[config.mk]
export PLATFORM = sky130hd
export DESIGN_NAME = dsp_out_fifo
export DESIGN_NICKNAME = d
export VERILOG_FILES = /design/src/rtl/dsp_out_fifo_pkg.sv /design/src/rtl/stereo_fifo_ram.sv /design/src/rtl/dsp_out_fifo.sv
export SDC_FILE = /design/constraint.sdc
export NUM_CORES = 1
export LEC_CHECK = 0
export ABC_AREA = 0
export BUFFER_PORTS_ARGS = -buffer_cell sky130_fd_sc_hd__buf_2
export CORE_MARGIN = 3
export CORE_UTILIZATION = 35
export CTS_BUF_LIST = sky130_fd_sc_hd__clkbuf_8 sky130_fd_sc_hd__clkbuf_16
export CTS_CLUSTER_DIAMETER = 50
export CTS_CLUSTER_SIZE = 28
export DETAILED_ROUTE_END_ITERATION = 10
export GPL_TIMING_DRIVEN = 0
export MAX_ROUTING_LAYER = met4
export PLACE_DENSITY = 0.59
export SETUP_SLACK_MARGIN = 0.5
export SLEW_MARGIN = 40
export SYNTH_ARGS = -nofsm -noshare
export SYNTH_HDL_FRONTEND = slang
export SYNTH_SLANG_ARGS = --single-unit
export TNS_END_PERCENT = 10
[constraint.sdc]
create_clock -name clk -period 15.5 [get_ports clk]
set_input_delay 3.1 -clock clk [delete_from_list [all_inputs] [get_ports clk]]
set_output_delay 3.1 -clock clk [all_outputs]
set_load 0.1 [all_outputs]
[src/rtl/dsp_out_fifo_pkg.sv]
// dsp_out_fifo_pkg: shared DSP output-path sizing constants and helpers.
package dsp_out_fifo_pkg;
  function automatic int dsp_aw(input int depth);
    return $clog2(depth);
  endfunction
  localparam int DSP_DW = 32;
  localparam int DSP_DEPTH = 16;
  localparam int DSP_AW = dsp_aw(DSP_DEPTH);
  localparam int DSP_LW = DSP_AW + 1;
endpackage

[src/rtl/stereo_fifo_ram.sv]
// stereo_fifo_ram: stereo-pair storage, synchronous write, asynchronous read, no reset.
module stereo_fifo_ram #(
  parameter int DW = 32,
  parameter int AW = 4
) (
  input  logic              clk,
  input  logic              we,
  input  logic [AW-1:0]     waddr,
  input  logic [2*DW-1:0]   wdata,
  input  logic [AW-1:0]     raddr,
  output logic [2*DW-1:0]   rdata
);
  logic [2*DW-1:0] mem [2**AW];
  always_ff @(posedge clk)
    if (we) mem[waddr] <= wdata;
  assign rdata = mem[raddr];
endmodule

[src/rtl/dsp_out_fifo.sv]
// dsp_out_fifo: FWFT stereo sample queue between the DSP output and the DAC consumer.
module dsp_out_fifo
  import dsp_out_fifo_pkg::*;
#(
  parameter int DW = DSP_DW,
  parameter int DEPTH = DSP_DEPTH
) (
  input  logic                     clk,
  input  logic                     rst,
  input  logic                     write_en,
  input  logic [DW-1:0]            ch1_din,
  input  logic [DW-1:0]            ch2_din,
  output logic                     full,
  input  logic                     read_en,
  output logic [DW-1:0]            ch1_dout,
  output logic [DW-1:0]            ch2_dout,
  output logic                     empty,
  input  logic                     flush,
  output logic [dsp_aw(DEPTH):0]   level,
  output logic                     overflow,
  output logic                     underflow
);
  localparam int AW = dsp_aw(DEPTH);
  logic [AW:0] wptr, rptr;
  logic [2*DW-1:0] rd, hold;
  logic push, pop;
  assign empty = wptr == rptr;
  assign full = (wptr[AW] != rptr[AW]) && (wptr[AW-1:0] == rptr[AW-1:0]);
  assign level = wptr - rptr;
  assign push = write_en & ~full;
  assign pop = read_en & ~empty;
  stereo_fifo_ram #(.DW(DW), .AW(AW)) u_ram (
    .clk(clk),
    .we(push & ~flush & ~rst),
    .waddr(wptr[AW-1:0]),
    .wdata({ch1_din, ch2_din}),
    .raddr(rptr[AW-1:0]),
    .rdata(rd)
  );
  always_ff @(posedge clk) begin
    if (rst || flush) begin
      wptr <= '0;
      rptr <= '0;
      overflow <= 1'b0;
      underflow <= 1'b0;
    end else begin
      if (push) wptr <= wptr + 1'b1;
      if (pop) rptr <= rptr + 1'b1;
      if (write_en && full) overflow <= 1'b1;
      if (read_en && empty) underflow <= 1'b1;
    end
  end
  // Last head seen keeps dout stable while the queue is empty.
  always_ff @(posedge clk)
    if (rst) hold <= '0;
    else if (!empty) hold <= rd;
  assign {ch1_dout, ch2_dout} = empty ? hold : rd;
endmodule

# After elaboration in Yosys (flattened, before gate mapping)
# Memories as Yosys holds them, arrays and structs flattened. A register that Yosys moved wholly into a read port is not among the register bits.
# Cells that the tools add are included.
# totals
register_bits,76
ramBits,1024
word_cells,29
memories,1
# mem_list
memory,words,word_bits,rd,rd_ports_with_merged_regs,write_ports,line,source
u_ram.mem,16,64,1,1,1,stereo_fifo_ram.sv:13,logic [2*DW-1:0] mem [2**AW];
# classes
add_sub_neg,3
n_eq_ne,3
muxes,5
bitwise_logic,8
n_reduce_logical,4
# op_table
op,n
$mux W64,1
$add A5 B1 Y5 const B,2
$mux W4,2
$eq A5 B5 Y1,1
$sub A5 B5 Y5,1
$and A1 B1 Y1,4
$eq A4 B4 Y1,1
$not A1 Y1,4
$logic_and A1 B1 Y1,3
$mux W1,2
$logic_or A1 B1 Y1,1
$ne A1 B1 Y1,1

# Logic depth before layout (Yosys ltp)
# Gate-level depths: netlist (run 1).
# logic_depth
word_depth,8
ltp_mapped,8

# Cells and area by module
# From an unflattened synthesis (run 1), not the netlist that was laid out.
# hier_totals
cells_unflattened,1867
hier_area_um2,41706.2
# by_module_without_submodules
mod,instances,cells_per_inst,area_each_um2
stereo_fifo_ram,1,1583,38300.5
dsp_out_fifo,1,284,3405.8

# Least setup slack after synthesis (run 1)
# OpenSTA, ideal clock, no wires.
# synth_timing
path_kind,input -> register
from,input port write_en
to,"memory u_ram.mem[3][0] in the netlist's numbering, enable pin"
setup_time_ns,0.565
t_arrival_ns,8.044
t_required_ns,14.935
setup_slack_ns,6.891
cell_stages,3
n_path_buf,0
cell_sequence,a21boi_1 -> nand3_1 -> nor3_1
# synth_between
elab_chain_cells,5
# synth_rtl
item,line,source
from (decl),dsp_out_fifo.sv:10,"input logic write_en,"
$and A1 B1 Y1,dsp_out_fifo.sv:30,assign push = write_en & ~full;
$and A1 B1 Y1 (2 in series),dsp_out_fifo.sv:34,".we(push & ~flush & ~rst),"
$mux W1,stereo_fifo_ram.sv:15,if (we) mem[waddr] <= wdata;
$mux W1 (not written as such),stereo_fifo_ram.sv:15,
to (decl),stereo_fifo_ram.sv:13,
# No other way between the ends.

# Worst setup path after layout (run 1)
# layout_timing
from,register wptr[0]
to,output port ch2_dout[15]
# layout_between
elab_chain_cells,2
# layout_rtl
item,line,source
from (decl),dsp_out_fifo.sv:24,"logic [AW:0] wptr, rptr;"
from (signal assigned),dsp_out_fifo.sv:47,if (push) wptr <= wptr + 1'b1;
$eq A5 B5 Y1,dsp_out_fifo.sv:27,assign empty = wptr == rptr;
$mux W64,-,
to (decl),dsp_out_fifo.sv:16,"output logic [DW-1:0] ch2_dout,"
# No other way between the ends.

==> results of run 1 <==
[sequential cells by signal, summed over array words and instances, names as in the netlist, named ones only]
name,flops
u_ram.mem,1024
hold,64
rptr,5
wptr,5
overflow,1
underflow,1
[cell type report]
class / instances / area share (%)
Sequential cell: 1104 / 63.7
Multi-Input combinational cell: 662 / 18.7
Clock buffer: 106 / 5.18
Timing Repair Buffer: 268 / 4.97
Tap cell: 1612 / 3.97
Clock inverter: 89 / 1.99
Buffer: 108 / 1.40
Antenna cell: 11 / 0.0542
Inverter: 7 / 0.0517
[cell usage in the layout, fill, tap and decap left out, drive strengths merged, types with 3 or more instances in the layout]
| master | netlist | routed |
|---|---|---|
| edfxtp | 1024 | 1024 |
| buf | 83 | 351 |
| mux4 | 256 | 256 |
| clkbuf | 25 | 131 |
| mux2i | 130 | 130 |
| dfxtp | 80 | 80 |
| nor3 | 68 | 68 |
| a221oi | 64 | 64 |
| inv | 7 | 60 |
| nor2b | 54 | 54 |
| nor2 | 27 | 27 |
| clkinv | 0 | 25 |
| diode | 0 | 11 |
| and2b | 10 | 10 |
| ha | 9 | 9 |
| clkinvlp | 0 | 6 |
| xor2 | 6 | 6 |
| xnor2 | 6 | 6 |
| a21oi | 6 | 6 |
| bufinv | 0 | 5 |
| nand3 | 4 | 4 |
| o211ai | 3 | 3 |
[Yosys cell counts, types with 2 or more instances]
master / number
and2_1: 2
inv_1: 7
buf_2: 49
nor2b_1: 54
clkbuf_4: 2
nand2b_1: 2
ha_1: 9
xnor2_1: 5
a21oi_1: 5
nor2_1: 27
buf_1: 3
a221oi_2: 62
dfxtp_1: 80
xor2_1: 6
mux2i_1: 130
a21boi_1: 2
mux4_2: 247
mux4_1: 9
nor3_1: 68
clkbuf_1: 23
nand3_1: 4
o211ai_1: 3
buf_4: 3
edfxtp_1: 1024
o21ai_0: 2
a21o_1: 2
o2111ai_1: 2
and2b_1: 10
a221oi_1: 2
buf_6: 26
buf_8: 2
[cells by family after synthesis]
logic type	count (synthesis)	share of synthesized area, %
DFF	1104	76.3
AOI/OAI and AO/OA	81	2.50
muxes	386	16.7
and+or+nand+nor	173	2.21
xor gates and xnor gates	12	0.265
buffers and inverters	115	1.72
adders and majority gates	10	0.313
[final timing paths]
check / endpoint / slack, ns / cells past startpoint
worst max-delay path: ch2_dout[15] / 8.50 / 8
worst min-delay path: underflow / 0.50 / 2
worst min register to register: underflow / 0.50 / 2
worst max register to register: u_ram.mem[2][38] / 11.29 / 12
[layer usage]
metal / part of all wire [%] / wire (µm)
met5: 0 / 0
met4: 1.7 / 1800
met3: 6.8 / 7140
met2: 48 / 50500
met1: 43 / 45500
[critical path: cells and delay by family, from the launching register on]
family / cells / cell delay [ns]
AO/OA/AOI/OAI: 2 / 0.75
flip-flops: 1 / 0.45
adder cells (fa/ha/maj): 1 / 0.33
buffers and inverters: 4 / 1.32
AND/OR/NAND/NOR: 1 / 0.35
[power groups by stage]
stage	Clock [mW]	Combinational, mW	Sequential [mW]
finish	2.66	0.425	3.28
global route	2.84	0.445	3.28
CTS	2.71	0.429	3.28
detailed placement	0	0.428	3.34
global placement	0	0.415	3.35
floorplan	0	0.300	3.35
==> flow_metrics.env, run 1 <==
export IMPL_status="finished clean"
export IMPL_power_frac_clock_pct=41.8
export IMPL_slew_headroom_pct=39.9
export IMPL_syn_to_final_growth_pct=19.7
export IMPL_cp_arrival_ns=3.90
export IMPL_cts_buffers=103
export IMPL_hp_class="reg2reg"
export IMPL_period_needed_ns=7.00
export IMPL_rsz0062_at_grt="false"
export IMPL_syn_instance_count=1881
export IMPL_antenna_found_initial=18
export IMPL_intPower_mw=4.75
export IMPL_ys_seq_area_share_pct=76.3
export IMPL_crit_chain="inv_1 > ha_1 > and4_1 > a21boi_1 > buf_2 > buf_2 > a221oi_2 > buf_2"
export IMPL_ioPinCount=142
export IMPL_drv_cap=0
export IMPL_multiInputGateArea_mm2=0.00948
export IMPL_critPathMaxFanout=10
export IMPL_h_tree_depth=3
export IMPL_crit_type="reg2out"
export IMPL_drc=0
export IMPL_cts_tree="done"
export IMPL_dp_final_hpwl_um=71500
export IMPL_grt_pass1_vias=21500
export IMPL_die_x_um=354
export IMPL_drive_above_1_share_pct=37.2
export IMPL_busiest_layer="met2"
export IMPL_ant_nets=0
export IMPL_yosys_top_cells_area="edfxtp_1 72%, mux4_2 13%, dfxtp_1 3.8%"
export IMPL_routed_via_density=5.21
export IMPL_cts_sinks=1104
export IMPL_cp_required_ns=12.40
export IMPL_post_route_util_pct=42.3
export IMPL_grt_remaining_overflow=0
export IMPL_clock_root_buffer="clkbuf_16"
export IMPL_grt_util_met3_pct=3.84
export IMPL_synth_top_area_cell="edfxtp_1"
export IMPL_hp_start="underflow"
export IMPL_setup_tns_ns=0
export IMPL_grt_use_met1_pct=23.6
export IMPL_skew_ns=0.0240
export IMPL_clockBufferDepth=3
export IMPL_grtUsageMet2_pct=26.6
export IMPL_synthArstFlopShare_pct=0
export IMPL_hold_slack_ns=0.497
export IMPL_place_ws_ns=8.98
export IMPL_ctsHoldBuffers=0
export IMPL_critPathSlowestCell="a221oi_2"
export IMPL_crit_top_cell="buf_2"
export IMPL_critPathLaunch="wptr[0]"
export IMPL_hold_violations=0
export IMPL_dr_pass1_iters=5
export IMPL_nets=2333
export IMPL_total_power_mw=6.36
export IMPL_pwr_share_seq_pct=51.6
export IMPL_leakage_nw=16.1
export IMPL_rows=127
export IMPL_powerDensity_mw_per_mm2=125
export IMPL_synth_flop_cell="edfxtp_1"
export IMPL_num_fill_cells=10400
export IMPL_setup_viol=0
export IMPL_ir_drop_mv=0.0838
export IMPL_design_core_area_mm2=0.120
export IMPL_synth_area_mm2=0.0424
export IMPL_synth_top_cell_area_share_pct=72.5
export IMPL_design_area_mm2=0.0508
export IMPL_dp_cells=3761
export IMPL_die_h_um=354
export IMPL_maxSlewViolCount=0
export IMPL_fin_crit_sh_pct=45.1
export IMPL_combPwrFrac_pct=6.7
export IMPL_rr_startpoint="wptr[0]"
export IMPL_grt_max_degree=22
export IMPL_endpoint_kind="primary output"
export IMPL_clock_latency_ns=0.68
export IMPL_initial_core_util_pct=35.3
export IMPL_grt_util_all_layers_pct=17.2
export IMPL_wl_um=105000
export IMPL_avgSynthCellArea_um2=22.6
export IMPL_worst_slack_ns=8.50
export IMPL_startpoint_type="register"
export IMPL_synth_seq_cells=1104
export IMPL_die_area_mm2=0.125
export IMPL_ys_types=40
export IMPL_switchingPower_mw=1.61
export IMPL_tightestPinTransition_ns=0.900
export IMPL_synth_edf_count=1024
export IMPL_netSwitchingFraction_pct=25.3
export IMPL_final_cell_count_no_fill=3967
export IMPL_io_buffer_count=141
export IMPL_cp_slowest_stage_delay_ns=0.64
export IMPL_wl_per_cell_um=26.5
export IMPL_path_clk_slew_ns=0.08
export IMPL_dpl_instance_area_mm2=0.0471
export IMPL_register_area_mm2=0.0324
export IMPL_post_cts_setup_buffers=0
export IMPL_cts_repair_resized=0
export IMPL_yosysWarnings=0
export IMPL_drt_iter0_drc=1948
export IMPL_vias=20700
export IMPL_max_freq_ghz=0.143
export IMPL_gp_congestion=0.759
export IMPL_syn_nets=1960
export IMPL_grt_pass1_wl_um=152000
Power figures use the tool's default switching activity.
==> inputs of run 2 (changes only) <==
clock period = 6.9 ns   (was 15.5 ns; I/O delays follow)
==> run 2 against run 1 <==
  * Final area is 0.56% lower
  * Largest power group unchanged
  * Die area stayed put
  * Critical endpoint unchanged
  * Critical path depth stayed put
  * Total power is 120% higher
==> flow_metrics.env, run 2 (synthesis gave the netlist of run 1 again) <==
export IMPL_gp_congestion=0.766
export IMPL_cts_tree="done"
export IMPL_io_buffer_count=141
export IMPL_max_freq_ghz=0.188
export IMPL_dr_pass1_iters=5
export IMPL_syn_to_final_growth_pct=19.0
export IMPL_design_core_area_mm2=0.120
export IMPL_grt_remaining_overflow=0
export IMPL_hold_slack_ns=0.480
export IMPL_die_x_um=354
export IMPL_slew_headroom_pct=43.0
export IMPL_drv_cap=0
export IMPL_maxSlewViolCount=0
export IMPL_powerDensity_mw_per_mm2=276
export IMPL_largestRegisters="u_ram.mem (1024), hold (64)"
export IMPL_drt_iter0_drc=1836
export IMPL_leakage_nw=15.9
export IMPL_hold_violations=0
export IMPL_grt_pass1_vias=21300
export IMPL_status="finished clean"
export IMPL_hp_class="reg2reg"
export IMPL_layout_common_cells="1,024 x edfxtp_1, 247 x mux4_2, 211 x buf_2"
export IMPL_ant_nets=0
export IMPL_clock_root_buffer="clkbuf_16"
export IMPL_largest_reg_flops=1024
export IMPL_skew_ns=0.0339
export IMPL_post_route_util_pct=42.0
export IMPL_rsz0062_at_grt="false"
export IMPL_grt_pass1_wl_um=150000
export IMPL_routed_via_density=5.19
export IMPL_cts_repair_resized=0
export IMPL_wl_per_cell_um=26.4
export IMPL_die_h_um=354
export IMPL_period_needed_ns=5.31
export IMPL_die_area_mm2=0.125
export IMPL_layout_commonest_cell="edfxtp_1"
export IMPL_setup_viol=0
export IMPL_drc=0
export IMPL_vias=20400
export IMPL_startpoint_type="register"
export IMPL_cp_required_ns=5.52
export IMPL_endpoint_kind="primary output"
export IMPL_grt_max_degree=23
export IMPL_final_cell_count_no_fill=3930
export IMPL_dpl_instance_area_mm2=0.0471
export IMPL_grt_util_all_layers_pct=17.0
export IMPL_cp_arrival_ns=3.93
export IMPL_dp_final_hpwl_um=70100
export IMPL_ir_drop_mv=0.229
export IMPL_path_clk_slew_ns=0.07
export IMPL_cts_buffers=93
export IMPL_total_power_mw=14.0
export IMPL_nets=2309
export IMPL_critPathMaxFanout=10
export IMPL_rows=127
export IMPL_fin_crit_sh_pct=77.0
export IMPL_top_register="u_ram.mem"
export IMPL_ioPinCount=142
export IMPL_design_area_mm2=0.0505
export IMPL_tightestPinTransition_ns=0.855
export IMPL_h_tree_depth=3
export IMPL_ctsHoldBuffers=0
export IMPL_r2r_slack_ns=2.79
export IMPL_wl_um=104000
export IMPL_cts_sinks=1104
export IMPL_clockBufferDepth=3
export IMPL_drive_above_1_share_pct=36.4
export IMPL_post_cts_setup_buffers=0
export IMPL_dp_cells=3747
export IMPL_antenna_found_initial=13
export IMPL_initial_core_util_pct=35.3
export IMPL_crit_type="reg2out"
export IMPL_clock_latency_ns=0.66
-- run 2: cell count changes in the layout (fill, tap and decap cells not counted), moves of 3 or more --
cell / before / now
buf_6: 27 / 34
inv_12: 1 / 5
buf_8: 35 / 24
inv_8: 21 / 11
buf_4: 45 / 29
inv_16: 3 / 0
buf_16: 33 / 39
clkinv_8: 12 / 22
inv_6: 23 / 12
clkbuf_16: 104 / 94
-- run 2: power by group --
part / total [mW] / switching (mW) / internal [mW] / leakage, nW
sequential: 7.36 / 0.0140 / 7.35 / 9.87
combinational: 0.950 / 0.780 / 0.170 / 4.43
clock: 5.64 / 2.69 / 2.95 / 1.63
total: 14.0 / 3.49 / 10.5 / 15.9
-- run 2: layout make-up --
cell class / instances / area [µm²]
inverters: 7 / 26.3
fillers: 10400 / 69600
plain buffers: 108 / 709
repair buffers: 254 / 2480
diodes: 9 / 22.5
clock buffers: 95 / 2370
well taps: 1612 / 2020
multi-input cells: 662 / 9490
clock inverters: 79 / 1030
flip-flops and latches: 1104 / 32400
-- run 2: worst paths after layout --
kind | startpoint | to | cells after the start
setup / recovery | wptr[0] | ch2_dout[15] | 8
hold / removal | underflow | underflow | 2
setup reg to reg | wptr[0] | u_ram.mem[0][25] | 12
hold reg to reg | underflow | underflow | 2
-- run 2: metal layers --
| metal | wire [µm] | track usage [%] | vias to the layer above | share of wire (%) |
|---|---|---|---|---|
| met1 | 44600 | 22.7 | 10900 | 43 |
| met2 | 50600 | 27.1 | 648 | 49 |
| li1 | - | - | 8682 | - |
| met4 | 1960 | 3.52 | 0 | 1.9 |
| met3 | 6740 | 3.61 | 140 | 6.5 |
| met5 | 0 | - | - | 0 |
-- run 2: per-stage QoR --
step / TNS (ns) / setup slack (ns)
global route: 0 / 1.36
finish: 0 / 1.59
global placement: -3303.12 / -6.70
CTS: 0 / 1.55
floorplan: 0 / 0.0121
detailed placement: 0 / 2.14
-- run 2: worst max-delay path, cell delays in order, from the launching register on --
cell and delay (ns):
dfxtp_1 0.43, inv_1 0.12, ha_1 0.33, nand4_1 0.30
buf_4 0.29, clkbuf_1 0.59, nor3_1 0.11, a221oi_2 0.54
buf_2 0.55
==> inputs of run 3 (changes only) <==
clock period = 5.15 ns   (was 6.9 ns; I/O delays follow)
==> run 3 against run 2 <==
  * Wire length increased by 1.2%
  * Critical endpoint unchanged
  * Via count increased by 0.33%
  * Final area increased by 0.67%
  * Global-route usage increased by 0.27 points
  * Largest cell class unchanged
  * Count of clock-buffer cells in the layout decreased by 4
  * Register-to-register slack got worse by 1.8 ns
  * Non-clock buffer count increased by 5
  * Critical path depth unchanged
  * Clock skew about the same
  * Worst setup slack got worse by 1.0 ns
  * Sequential power increased by 34%
  * Final cell count about the same
==> flow_metrics.env, run 3 (synthesis gave the netlist of run 1 again) <==
export IMPL_io_buffer_count=141
export IMPL_die_area_mm2=0.125
export IMPL_skew_ns=0.0334
export IMPL_wl_um=105000
export IMPL_cts_buffers=91
export IMPL_wl_per_cell_um=26.7
export IMPL_powerDensity_mw_per_mm2=369
export IMPL_cts_tree="done"
export IMPL_dr_pass1_iters=7
export IMPL_cp_arrival_ns=3.55
export IMPL_status="finished clean"
export IMPL_drive_above_1_share_pct=36.6
export IMPL_top_register="u_ram.mem"
export IMPL_post_route_util_pct=42.3
export IMPL_drv_cap=0
export IMPL_drt_iter0_drc=1824
export IMPL_dp_final_hpwl_um=71700
export IMPL_drc=0
export IMPL_maxSlewViolCount=0
export IMPL_rsz0062_at_grt="true"
export IMPL_layout_common_cells="1,024 x edfxtp_1, 247 x mux4_2, 180 x buf_2"
export IMPL_hp_start="overflow"
export IMPL_largest_reg_flops=1024
export IMPL_layout_commonest_cell="edfxtp_1"
export IMPL_hold_path_end="overflow"
export IMPL_leakage_nw=16.0
export IMPL_hold_violations=0
export IMPL_syn_to_final_growth_pct=19.8
export IMPL_grt_pass1_wl_um=153000
export IMPL_grt_remaining_overflow=0
export IMPL_final_cell_count_no_fill=3933
export IMPL_clock_root_buffer="clkbuf_16"
export IMPL_worst_slack_ns=0.574
export IMPL_crit_chain="inv_1 > ha_1 > and4_1 > a21boi_1 > buf_2 > buf_2 > a221oi_4 > buf_4"
export IMPL_setup_tns_ns=0
export IMPL_gp_congestion=0.746
export IMPL_rows=127
export IMPL_grt_max_degree=25
export IMPL_reg2reg_depth=11
export IMPL_hp_class="reg2reg"
export IMPL_ir_drop_mv=0.251
export IMPL_setup_viol=0
export IMPL_place_ws_ns=0.787
export IMPL_crit_top_cell="buf_2"
export IMPL_clockBufferDepth=3
export IMPL_rr_startpoint="rptr[1]"
export IMPL_ioPinCount=142
export IMPL_critPathSlowestCell="a221oi_4"
export IMPL_vias=20400
export IMPL_crit_type="reg2out"
export IMPL_period_needed_ns=4.58
export IMPL_cp_slowest_stage_delay_ns=0.51
export IMPL_tightestPinTransition_ns=0.911
export IMPL_cp_num_buf_inv=4
export IMPL_initial_core_util_pct=35.3
export IMPL_die_x_um=354
export IMPL_crit_family="buffers and inverters"
export IMPL_path_clk_slew_ns=0.08
export IMPL_antenna_found_initial=13
export IMPL_grt_util_all_layers_pct=17.3
export IMPL_cts_sinks=1104
export IMPL_ant_nets=0
export IMPL_clock_latency_ns=0.68
export IMPL_hold_depth=2
export IMPL_grt_pass1_vias=21400
export IMPL_r2r_end="u_ram.mem[2][42]"
export IMPL_h_tree_depth=3
export IMPL_routed_via_density=5.20
export IMPL_dp_cells=3752
export IMPL_largestRegisters="u_ram.mem (1024), hold (64)"
export IMPL_fin_crit_sh_pct=88.9
export IMPL_endpoint_kind="primary output"
export IMPL_critPathMaxFanout=10
export IMPL_max_freq_ghz=0.219
export IMPL_slew_headroom_pct=39.3
export IMPL_nets=2312
export IMPL_r2r_slack_ns=1.03
export IMPL_startpoint_type="register"
export IMPL_design_core_area_mm2=0.120
export IMPL_die_h_um=354
export IMPL_ctsHoldBuffers=0
export IMPL_cp_required_ns=4.12
export IMPL_total_power_mw=18.8
[run 3: cell count changes in the layout (fill, tap and decap cells not counted), moves of 9 or more]
cell / delta
clkinv_2: +9
buf_4: +9
a221oi_2: -9
buf_2: -31
a221oi_4: +9
[run 3: repair_timing]
item | 4_1_cts | 5_1_grt
setup buffers | 0 | 0
pin swaps | 0 | 1
setup endpoints to repair | 26 | 57
gates resized for setup | 14 | 35
[run 3: worst max-delay path by stage]
stage          cells past startpoint      from                to  slack (ns)
2_1_floorplan                      3  write_en   u_ram.mem[2][0]       -1.39
3_3_place_gp                       5       rst  u_ram.mem[2][37]       -8.36
3_5_place_dp                      10       rst  u_ram.mem[2][40]        0.79
4_1_cts                            8   wptr[0]      ch1_dout[29]        0.38
5_1_grt                            8   wptr[0]      ch2_dout[21]        0.41
6_report                           8   wptr[0]      ch2_dout[15]        0.57
[run 3: power breakdown]
| part | internal (mW) | total (mW) | switching (mW) |
|---|---|---|---|
| logic | 0.255 | 1.31 | 1.06 |
| clock network | 4.08 | 7.59 | 3.51 |
| registers | 9.84 | 9.86 | 0.0198 |
[run 3: layout make-up]
cell class / instances / area, µm²
sequential: 1104 / 32400
tap: 1612 / 2020
buffer: 108 / 718
fill: 10400 / 69300
clock buffer: 91 / 2280
multi-input combinational: 662 / 9600
timing repair buffer: 259 / 2760
clock inverter: 80 / 1060
inverter: 7 / 26.3
antenna: 10 / 25.0
[run 3: worst register-to-register path: stages, from the launching register on]
cell      delay (ns)
dfxtp_1         0.40
inv_1           0.11
ha_1            0.34
and4_1          0.29
a21boi_1        0.47
nand3_1         0.41
nor3_2          0.63
buf_4           0.31
buf_4           0.18
buf_2           0.22
buf_2           0.26
buf_4           0.20
[run 3: metrics by stage]
step                hold slack (ns)  cell area, µm²
floorplan                     0.514           42400
global placement              0.467           45200
detailed placement            0.461           47300
CTS                           0.481           50700
global route                  0.519           50800
finish                        0.478           50800
[run 3: metal layers]
metal	wire, µm	track usage, %
met5	0	-
met4	1870	3.41
met3	7340	4.03
met2	51000	27.1
met1	44800	23.2
